**config.mk**
```make
export PLATFORM = sky130hd
export DESIGN_NAME = stitch_pipeline_valid_ctrl
export DESIGN_NICKNAME = d
export VERILOG_FILES = /design/src/rtl/stitch_pipeline_ctrl_pkg.sv /design/src/rtl/stitch_pipeline_perf_cnt.sv /design/src/rtl/stitch_pipeline_valid_ctrl.sv
export SDC_FILE = /design/constraint.sdc
export NUM_CORES = 1
export LEC_CHECK = 0
export CAP_MARGIN = 20
export CORE_AREA = 2 2 39 41
export DETAILED_ROUTE_END_ITERATION = 10
export DIE_AREA = 0 0 41 43
export GPL_TIMING_DRIVEN = 1
export HOLD_SLACK_MARGIN = 0.05
export PLACE_DENSITY_LB_ADDON = 0.2
export SLEW_MARGIN = 20
export SYNTH_ARGS = -nofsm -noshare
export SYNTH_HDL_FRONTEND = slang
export SYNTH_HIERARCHICAL = 1
export SYNTH_SLANG_ARGS = --single-unit
```
**constraint.sdc**
```tcl
create_clock -name clk -period 1.03 [get_ports clk]
set_input_delay 0.206 -clock clk [delete_from_list [all_inputs] [get_ports clk]]
set_output_delay 0.206 -clock clk [all_outputs]
set_load 0.01 [all_outputs]
```
**src/rtl/stitch_pipeline_ctrl_pkg.sv**
```systemverilog
// rtl/stitch_pipeline_ctrl_pkg.sv - shared types and helpers for the stitched pipeline valid controller
// Purpose: occupancy width helper, perf-counter increment struct, and the
//          saturation ceiling used by the optional performance counters.
// Optional feature macro: STITCH_PIPELINE_PERF_CNT_EN (consumers only).
package stitch_pipeline_ctrl_pkg;

  // Widest counter supported; narrower counters slice the low bits.
  localparam int unsigned PERF_CNT_MAX_W = 32;
  localparam logic [PERF_CNT_MAX_W-1:0] PERF_CNT_MAX = '1;

  // One increment strobe per performance counter.
  typedef struct packed {
    logic xfer;
    logic stall;
    logic flush;
  } perf_inc_t;

  // Bits needed to hold a count of 0..n set valid bits.
  function automatic int unsigned occ_width(input int unsigned n);
    return $clog2(n + 1);
  endfunction

endpackage

```
**src/rtl/stitch_pipeline_perf_cnt.sv**
```systemverilog
// rtl/stitch_pipeline_perf_cnt.sv - saturating event counter with sync reset
// Purpose: counts cycles where i_inc is high; sticks at all-ones.
// Ports:
//   clk     in   clock
//   rst     in   synchronous active-high reset, clears the count
//   i_inc   in   increment strobe
//   o_count out  current count (WIDTH bits, WIDTH <= 32)
// Optional feature macro: STITCH_PIPELINE_PERF_CNT_EN (instantiated only when defined).
module stitch_pipeline_perf_cnt
  import stitch_pipeline_ctrl_pkg::*;
#(
  parameter int unsigned WIDTH = 32
) (
  input  logic             clk,
  input  logic             rst,
  input  logic             i_inc,
  output logic [WIDTH-1:0] o_count
);

  localparam logic [WIDTH-1:0] CNT_MAX = PERF_CNT_MAX[WIDTH-1:0];

  logic [WIDTH-1:0] r_count;
  logic             w_sat;

  assign w_sat = (r_count == CNT_MAX);

  always_ff @(posedge clk) begin
    if (rst) begin
      r_count <= '0;
    end else if (i_inc && !w_sat) begin
      r_count <= r_count + 1'b1;
    end
  end

  assign o_count = r_count;

endmodule

```
**src/rtl/stitch_pipeline_valid_ctrl.sv**
```systemverilog
// rtl/stitch_pipeline_valid_ctrl.sv - valid/ready flow control for a stitched register-bank pipeline
// Purpose: owns one valid bit per data bank p1..pN, drives the bank load
//          enables, collapses bubbles under backpressure and supports a
//          synchronous flush. Data flops live in the stitched wrapper.
// Ports:
//   clk          in   clock
//   rst          in   synchronous active-high reset
//   in_valid     in   upstream offers a transaction
//   in_ready     out  upstream transaction accepted when in_valid && in_ready
//   out_valid    out  bank pN holds a valid result
//   out_ready    in   downstream accepts the result
//   flush        in   drop all in-flight transactions
//   stage_en     out  [NUM_STAGES] load enable for bank p(i+1)
//   stage_valid  out  [NUM_STAGES] valid bit of bank p(i+1)
//   occupancy    out  number of valid banks
//   idle         out  occupancy == 0
//   xfer_count   out  [CNT_WIDTH] out handshakes        (macro only)
//   stall_count  out  [CNT_WIDTH] out_valid && !out_ready (macro only)
//   flush_count  out  [CNT_WIDTH] flushes of a non-empty pipe (macro only)
// Optional feature macro: STITCH_PIPELINE_PERF_CNT_EN
module stitch_pipeline_valid_ctrl
  import stitch_pipeline_ctrl_pkg::*;
#(
  parameter int unsigned NUM_STAGES = 2,
  parameter int unsigned CNT_WIDTH  = 32
) (
  input  logic                                  clk,
  input  logic                                  rst,
  input  logic                                  in_valid,
  output logic                                  in_ready,
  output logic                                  out_valid,
  input  logic                                  out_ready,
  input  logic                                  flush,
  output logic [NUM_STAGES-1:0]                 stage_en,
  output logic [NUM_STAGES-1:0]                 stage_valid,
  output logic [occ_width(NUM_STAGES)-1:0]      occupancy,
  output logic                                  idle
`ifdef STITCH_PIPELINE_PERF_CNT_EN
  ,
  output logic [CNT_WIDTH-1:0]                  xfer_count,
  output logic [CNT_WIDTH-1:0]                  stall_count,
  output logic [CNT_WIDTH-1:0]                  flush_count
`endif
);

  localparam int unsigned OCC_W = occ_width(NUM_STAGES);

  if (NUM_STAGES < 1 || CNT_WIDTH < 1 || CNT_WIDTH > PERF_CNT_MAX_W) begin : g_param_err
    $error("stitch_pipeline_valid_ctrl: NUM_STAGES must be >= 1 and CNT_WIDTH in 1..32");
  end

  logic [NUM_STAGES-1:0] r_v;
  logic [NUM_STAGES-1:0] w_rdy;
  logic [NUM_STAGES-1:0] w_up_v;
  logic [OCC_W-1:0]      w_occ;
  logic                  w_go;

  // Flush and reset both freeze all loads and refuse new input.
  assign w_go = !flush && !rst;

  // Upstream valid seen by each bank: input for p1, previous bank otherwise.
  always_comb begin
    w_up_v    = '0;
    w_up_v[0] = in_valid;
    for (int i = 1; i < NUM_STAGES; i++) begin
      w_up_v[i] = r_v[i-1];
    end
  end

  // Ready ripples upward from the output: any empty bank below lets every
  // bank above it move in the same cycle. Depends only on registered valids
  // and out_ready, so in_valid never reaches in_ready.
  always_comb begin
    logic l_rdy;
    w_rdy = '0;
    l_rdy = out_ready || !r_v[NUM_STAGES-1];
    w_rdy[NUM_STAGES-1] = l_rdy;
    for (int i = NUM_STAGES - 2; i >= 0; i--) begin
      l_rdy    = l_rdy || !r_v[i];
      w_rdy[i] = l_rdy;
    end
  end

  always_ff @(posedge clk) begin
    if (rst || flush) begin
      r_v <= '0;
    end else begin
      for (int i = 0; i < NUM_STAGES; i++) begin
        if (w_rdy[i]) begin
          r_v[i] <= w_up_v[i];
        end
      end
    end
  end

  always_comb begin
    w_occ = '0;
    for (int i = 0; i < NUM_STAGES; i++) begin
      w_occ = w_occ + OCC_W'(r_v[i]);
    end
  end

  // Only load a bank when real data arrives, so empty slots don't toggle flops.
  assign stage_en    = w_rdy & w_up_v & {NUM_STAGES{w_go}};
  assign in_ready    = w_rdy[0] && w_go;
  assign out_valid   = r_v[NUM_STAGES-1];
  assign stage_valid = r_v;
  assign occupancy   = w_occ;
  assign idle        = (w_occ == '0);

`ifdef STITCH_PIPELINE_PERF_CNT_EN
  perf_inc_t w_inc;

  // A flush-cycle handshake still delivers, so xfer ignores flush.
  assign w_inc.xfer  = out_valid && out_ready;
  assign w_inc.stall = out_valid && !out_ready;
  assign w_inc.flush = flush && (w_occ != '0);

  stitch_pipeline_perf_cnt #(.WIDTH(CNT_WIDTH)) u_xfer_cnt (
    .clk     (clk),
    .rst     (rst),
    .i_inc   (w_inc.xfer),
    .o_count (xfer_count)
  );

  stitch_pipeline_perf_cnt #(.WIDTH(CNT_WIDTH)) u_stall_cnt (
    .clk     (clk),
    .rst     (rst),
    .i_inc   (w_inc.stall),
    .o_count (stall_count)
  );

  stitch_pipeline_perf_cnt #(.WIDTH(CNT_WIDTH)) u_flush_cnt (
    .clk     (clk),
    .rst     (rst),
    .i_inc   (w_inc.flush),
    .o_count (flush_count)
  );
`endif

endmodule

```
# ---- Word-level counts from Yosys, hierarchy flattened
# Index checks and enable logic that the tools add are counted.
dict set report totals {
  register_bits 2
  wordCells 15
}
dict set report op_classes {
  bitwise 2
  n_reduce_logical 10
  addsub 1
}
# op count
set op_table {}
lappend op_table {{bitwise AND 2 bit} 2}
lappend op_table {{zero test 1 bit} 4}
lappend op_table {{logical OR 1 bit} 3}
lappend op_table {{adder 1 x 1 -> 2 bit} 1}
lappend op_table {{logical AND 1 bit} 2}
lappend op_table {{zero test 2 bit} 1}

# ---- Depth between registers and ports, before layout
# Gate-level depths: netlist of the first run.
dict set report depth {
  word_depth 5
  ltp_mapped 2
}

# ---- Least setup slack after synthesis of the first run
# OpenSTA, ideal clock, no wires.
dict set report synth_timing {
  kind {register to output}
  start {register r_v[0], in the netlist stage_valid[0]}
  end {output stage_en[1]}
  slack_ps -15
  t_arrival_ps 839
  path_buffers 0
  stages_incl_launch_ff 3
  cell_sequence {dfxtp_1 inv_2 nor4_2}
}
dict set report synth_between {
  elab_chain_len 2
}
# item line_no
set synth_lines {}
lappend synth_lines {{from (decl)} stitch_pipeline_valid_ctrl.sv:52} ;# logic [NUM_STAGES-1:0] r_v;
lappend synth_lines {{from (signal, indexed assignment)} stitch_pipeline_valid_ctrl.sv:90} ;# r_v[i] <= w_up_v[i];
lappend synth_lines {{bitwise AND 2 bit (2 in series)} stitch_pipeline_valid_ctrl.sv:104} ;# assign stage_en = w_rdy & w_up_v & {NUM_STAGES{w_go}};
lappend synth_lines {{to (decl)} stitch_pipeline_valid_ctrl.sv:34} ;# output logic [NUM_STAGES-1:0] stage_en,
# Every way passes these cells.

# ---- Worst setup path in the final report of the first run
dict set report layout_timing {
  start {register r_v[0], in the netlist stage_valid[0]}
  end {output stage_en[0]}
}
dict set report layout_between {
  elab_chain_len 4
}
# item line_no
set layout_lines {}
lappend layout_lines {{zero test 1 bit} stitch_pipeline_valid_ctrl.sv:79} ;# l_rdy = l_rdy || !r_v[i];
lappend layout_lines {{logical OR 1 bit} stitch_pipeline_valid_ctrl.sv:79}
lappend layout_lines {{bitwise AND 2 bit (2 in series)} stitch_pipeline_valid_ctrl.sv:104}
# Every way passes these cells.

==> impl_metrics.tcl, run 1 <==
set metrics [dict create \
    hold-path-cell-count 3 \
    max_slew_violation_total_from_the_final_report 0 \
    dr_total_vias 204 \
    worst_ep_required_time_ns 0.82 \
    synth_fp_nets 23 \
    actual_slew_at_the_worst_max_slew_pin_ns 0.174 \
    critPathMaxFanout 3 \
    viasPerCell 3.64 \
    layout_common_cells "8 x sky130_fd_sc_hd__buf_6, 6 x sky130_fd_sc_hd__buf_4, 3 x sky130_fd_sc_hd__clkbuf_4, 3 x sky130_fd_sc_hd__dlygate4sd2_1, 3 x sky130_fd_sc_hd__buf_2" \
    core_mm2 0.00138 \
    first_global_vias 210 \
    post_synth_main_area_contributors "sky130_fd_sc_hd__dfxtp_1 28%, sky130_fd_sc_hd__ha_1 18%, sky130_fd_sc_hd__nor4_2 8.8%" \
    syn-instance-count 16 \
    final_critical_path_setup_slack_ns -0.251 \
    worst-r2r-cell-count 3 \
    cts_tree "yes" \
    place_congestion 0.562 \
    reg_to_reg_end "stage_valid[1]" \
    synth_cell_type_count 13 \
    post-place-cells 49 \
    failed_checks "setup timing" \
    fmax_ghz 0.780 \
    filler_cell_count 149 \
    final-setup-viol-count 7 \
    initial_core_util_pct 10.3 \
    floorplan.io_pins 14 \
    clock-skew-final_ns 0.00130 \
    largest_reg_flops 2 \
    clkSinkCount 2 \
    worst_setup_hold_path_clk_slew_ns 0.03 \
    vdd_ir_drop_max_uv 312 \
    design.die.area_mm2 0.00176 \
    mostFrequentLayoutCell "sky130_fd_sc_hd__buf_6" \
    max_cap_viol_count 0 \
    timing.final.hold_violations 0 \
    synth_largest_area_cell "sky130_fd_sc_hd__dfxtp_1" \
    drt-initial-drc-count 2 \
    clk_latency_ns 0.22 \
    min_delay_worst_endpoint "stage_valid[1]" \
    start_point_of_the_worst_min_delay_path "flush" \
    max-slew-margin-rel_pct 88.3 \
    worstHoldPathType "in -> reg" \
    reg2reg_slack_ns 0.08 \
    drt-pass1-iter-count 2 \
    final_nets 49 \
    fp-row-count 14 \
    avgRoutedWirePerCell_um 9.38 \
    grt_max_degree 5 \
    yosys_register_bits 2 \
    clk_root_buffer_cell "sky130_fd_sc_hd__clkbuf_4" \
    post_route_ant_nets 0 \
    power-per-cell-area_mw_per_mm2 790 \
    worst-endpoint-arrival_ns 1.08 \
    r2r_start "stage_valid[1]" \
    ys_warn_count 6 \
    start_kind "register" \
    criticalPathCategory "reg -> out" \
    synth_top_area_share_pct 28.1 \
    cts-htree-levels 1 \
    gr-usage-all-layers_pct 7.01 \
    period_utilization_pct 124 \
    area_growth_pct 193 \
    post-dp-hpwl_um 357 \
    rsz_0062_raised_after_global_routing "yes" \
    grt_pass1_wl_um 786 \
    diodes 0 \
    finalWirelength_um 525 \
    run_status "finished with violations" \
    drive_gt1_share_pct 75.0 \
    final_period_minus_worst_setup_slack_ns 1.28 \
    drc 0 \
    cts_inserted_buffers 3 \
    total_power_mw 0.330 \
    grt-ovfl-total 0 \
    dieWidth_um 41 \
    stdcell_count 56 \
    post_synth.cell_area_avg_um2 8.91 \
    synth.yosys.seq_area_share_pct 28.1 \
    cts.path.max_buffers 2 \
    floorplan.die.height_um 43 \
    antenna_found_initial 0 \
    cp-end-kind "output pin" \
    port-buffer-count 13 \
    p_leak_nw 0.197 \
    syn_area_um2 143 \
]
==> area by class of cell <==
type | count | area (um^2) | share of cell area [%]
timing repair buffer | 22 | 198 | 47.3
multi-input combinational | 10 | 121 | 29.0
sequential | 2 | 45.0 | 10.8
clock buffer | 3 | 22.5 | 5.39
tap | 16 | 20.0 | 4.79
inverter | 3 | 11.3 | 2.69
==> layer usage <==
| metal | wire, um | track usage, % |
|---|---|---|
| met3 | 72 | 4.71 |
| met2 | 231 | 9.69 |
| met4 | 0 | 4.00 |
| met1 | 222 | 7.64 |
| met5 | 0 | 0 |
==> cell usage after synthesis <==
| cell | n |
|---|---|
| sky130_fd_sc_hd__dfxtp_1 | 2 |
| sky130_fd_sc_hd__ha_1 | 2 |
| sky130_fd_sc_hd__inv_1 | 2 |
| sky130_fd_sc_hd__a21boi_1 | 1 |
| sky130_fd_sc_hd__and2_1 | 1 |
| sky130_fd_sc_hd__and2b_1 | 1 |
| sky130_fd_sc_hd__and3_1 | 1 |
| sky130_fd_sc_hd__buf_4 | 1 |
| sky130_fd_sc_hd__inv_2 | 1 |
| sky130_fd_sc_hd__nand3b_1 | 1 |
| sky130_fd_sc_hd__nor2_1 | 1 |
| sky130_fd_sc_hd__nor4_2 | 1 |
| sky130_fd_sc_hd__o21a_1 | 1 |
==> timing repair <==
action,4_1_cts,5_1_grt
pin swaps,5,1
endpoints found under the setup margin,10,9
gates resized for setup,52,4
hold buffers,0,0
setup buffers,4,1
==> power by group <==
group | total, mW | internal, mW | switching (mW)
sequential | 0.0816 | 0.0788 | 0.00279
combinational | 0.0809 | 0.0493 | 0.0316
clock | 0.168 | 0.128 | 0.0397
total | 0.330 | 0.256 | 0.0741
==> stage by stage <==
step	hold WS, ns	TNS [ns]	utilization (%)	cell area [um^2]	setup WS [ns]
floorplan	0.334	0	-	151	0.0162
finish	0.410	-1.39	30.2	418	-0.251
global route	0.416	-1.74	30.2	418	-0.321
global placement	0.535	-4.09	24.0	332	-0.763
detailed placement	0.545	-4.29	24.0	332	-0.786
CTS	0.414	-1.46	28.4	393	-0.269
==> critical path, cell delays in order (launching register included) <==
cell	delay [ns]
sky130_fd_sc_hd__dfxtp_2	0.35
sky130_fd_sc_hd__buf_6	0.10
sky130_fd_sc_hd__nand3b_1	0.11
sky130_fd_sc_hd__and3_1	0.16
sky130_fd_sc_hd__buf_2	0.13
==> logic make-up (layout without fill, tap and decap cells) <==
kind of cell	after synthesis	in the layout	share of synthesized area (%)
adders and majority gates	2	2	17.5
AOI/OAI and AO/OA	2	2	10.5
DFF	2	2	28.1
and+or+nand+nor	6	6	30.7
buffers and inverters	4	28	13.2
==> how the worst max path moves through the flow <==
stage | cells after the start | slack [ns] | endpoint | from
finish | 4 | -0.25 | stage_en[0] | stage_valid[0]
global route | 4 | -0.32 | stage_en[0] | stage_valid[0]
CTS | 4 | -0.27 | in_ready | stage_valid[0]
detailed placement | 4 | -0.79 | stage_en[0] | rst
global placement | 4 | -0.76 | stage_en[1] | out_ready
floorplan | 2 | 0.02 | occupancy[0] | stage_valid[0]
Power figures use the tool's default switching activity.
==> run 2: changes to the inputs <==
--- a/config.mk
+++ b/config.mk
@@ -6,12 +6,11 @@
 export NUM_CORES = 1
 export LEC_CHECK = 0
 export CAP_MARGIN = 20
-export CORE_AREA = 2 2 39 41
+export CORE_AREA = 3 3 40 42
 export DETAILED_ROUTE_END_ITERATION = 10
-export DIE_AREA = 0 0 41 43
+export DIE_AREA = 0 0 43 45
 export GPL_TIMING_DRIVEN = 1
 export HOLD_SLACK_MARGIN = 0.05
-export PLACE_DENSITY_LB_ADDON = 0.2
 export SLEW_MARGIN = 20
 export SYNTH_ARGS = -nofsm -noshare
 export SYNTH_HDL_FRONTEND = slang
==> run 2 against run 1 <==
The run still ends with setup timing left; register-to-register slack better by 0.02 ns; worst hold slack lost 0.014 ns; highest routed layer is now met4; die area increased by 9.8%.
==> impl_metrics.tcl, run 2 (synthesized netlist as in run 1, its figures left out) <==
set metrics [dict create \
    critPathMaxFanout 3 \
    timing.final.hold_violations 0 \
    post_route_ant_nets 0 \
    grt_max_degree 5 \
    worst_ep_required_time_ns 0.82 \
    area_growth_pct 189 \
    drt-initial-drc-count 1 \
    cp-end-kind "output pin" \
    clk_root_buffer_cell "sky130_fd_sc_hd__clkbuf_4" \
    viasPerCell 3.67 \
    start_kind "register" \
    worst-r2r-cell-count 3 \
    initial_core_util_pct 11.1 \
    port-buffer-count 13 \
    switching_power_mw 0.0752 \
    layout_common_cells "9 x sky130_fd_sc_hd__buf_6, 5 x sky130_fd_sc_hd__buf_4, 3 x sky130_fd_sc_hd__clkbuf_4, 3 x sky130_fd_sc_hd__dlygate4sd2_1, 3 x sky130_fd_sc_hd__buf_2" \
    gr-usage-all-layers_pct 7.06 \
    fin_worst_hold_slack_ns 0.397 \
    run_status "finished with violations" \
    design.die.area_mm2 0.00194 \
    final_critical_path_setup_slack_ns -0.243 \
    grt_pass1_wl_um 841 \
    avgRoutedWirePerCell_um 9.56 \
    cts-htree-levels 1 \
    dr_total_vias 198 \
    drive_gt1_share_pct 74.4 \
    power.sequential.fraction_pct 24.9 \
    worst_setup_hold_path_clk_slew_ns 0.03 \
    drc 0 \
    max_slew_violation_total_from_the_final_report 0 \
    clock_power_share_pct 51.0 \
    p_leak_nw 0.194 \
    post-place-cells 48 \
    cts_tree "yes" \
    finalWirelength_um 516 \
    worst-endpoint-arrival_ns 1.07 \
    max-slew-margin-rel_pct 87.2 \
    hold-path-cell-count 3 \
    place_congestion 0.617 \
    floorplan.die.height_um 45 \
    cts.path.max_buffers 2 \
    crit_path_top_delay_cell "sky130_fd_sc_hd__dfxtp_2" \
    diodes 0 \
    timing.critical_path.slowest_cell_delay_ns 0.33 \
    worstHoldPathType "in -> reg" \
    drt-pass1-iter-count 2 \
    final_period_minus_worst_setup_slack_ns 1.27 \
    internal-power_mw 0.256 \
    criticalPathCategory "reg -> out" \
    path_cells "buf_6 > nand3b_1 > and3_1 > buf_2" \
    clk_latency_ns 0.22 \
    actual_slew_at_the_worst_max_slew_pin_ns 0.191 \
    dieWidth_um 43 \
    rsz_0062_raised_after_global_routing "yes" \
    clkSinkCount 2 \
    largest_reg_flops 2 \
    grt-ovfl-total 0 \
    fp-row-count 13 \
    period_utilization_pct 124 \
    fmax_ghz 0.785 \
    vdd_ir_drop_max_uv 361 \
    power-per-cell-area_mw_per_mm2 805 \
    total_power_mw 0.331 \
    antenna_found_initial 0 \
    core_mm2 0.00128 \
    power.share.combinational_pct 24.1 \
    first_global_vias 216 \
    mostFrequentLayoutCell "sky130_fd_sc_hd__buf_6" \
    cts_inserted_buffers 3 \
    failed_checks "setup timing" \
    clock-skew-final_ns 0.000849 \
    post-place-ws_ns -0.782 \
    stdcell_count 54 \
    final-setup-viol-count 8 \
    max_cap_viol_count 0 \
    power.share.switching_pct 22.7 \
    floorplan.io_pins 14 \
    final_nets 48 \
]
-- run 2: changes by cell type in the layout (fill, tap and decap cells not counted), sizes merged --
cell | previous run | this run
clkdlybuf4s15 | 1 | 0
-- run 2: what timing repair did --
action	4_1_cts	5_1_grt
gates resized for setup	55	5
pin swaps	4	2
setup buffers	3	2
setup endpoints to repair	10	9
hold buffers	0	0
-- run 2: stage by stage --
stage          utilization [%]  TNS [ns]  instance area [um^2]
2_1_floorplan                -         0                   151
5_1_grt                   32.0     -1.72                   412
4_1_cts                   31.2     -1.60                   400
3_5_place_dp              25.7     -4.10                   330
3_3_place_gp              25.7     -4.05                   330
6_report                  32.0     -1.40                   412
-- run 2: layout make-up --
type | count | area, um^2
inverters | 3 | 13.8
well taps | 15 | 18.8
repair buffers | 21 | 190
fillers | 145 | 873
multi-input cells | 10 | 121
clock buffers | 3 | 22.5
flip-flops and latches | 2 | 45.0
-- run 2: path summary, 6_finish.rpt --
check	slack, ns	startpoint	end
setup / recovery	-0.24	stage_valid[1]	stage_en[0]
hold / removal	0.40	rst	stage_valid[1]
setup reg to reg	0.10	stage_valid[1]	stage_valid[1]
hold reg to reg	0.51	stage_valid[0]	stage_valid[1]
-- run 2: power groups by stage --
stage | combinational [mW] | clock (mW) | sequential, mW
3_5_place_dp | 0.0750 | 0 | 0.0839
2_1_floorplan | 0.0219 | 0 | 0.0854
5_1_grt | 0.0875 | 0.187 | 0.0827
3_3_place_gp | 0.0739 | 0 | 0.0839
6_report | 0.0799 | 0.169 | 0.0825
4_1_cts | 0.0793 | 0.183 | 0.0833
-- run 2: worst max-delay path: cells and delay by family (launching register included) --
family	cells	cell delay [ns]
flip-flops	1	0.33
AND/OR/NAND/NOR	2	0.29
buffers and inverters	2	0.23
-- run 2: layer usage --
metal	track usage (%)	vias up	wire, um
met5	0	-	0
met1	4.78	88	170
li1	-	97	-
met4	10.8	0	19
met2	11.1	11	271
met3	3.98	2	54
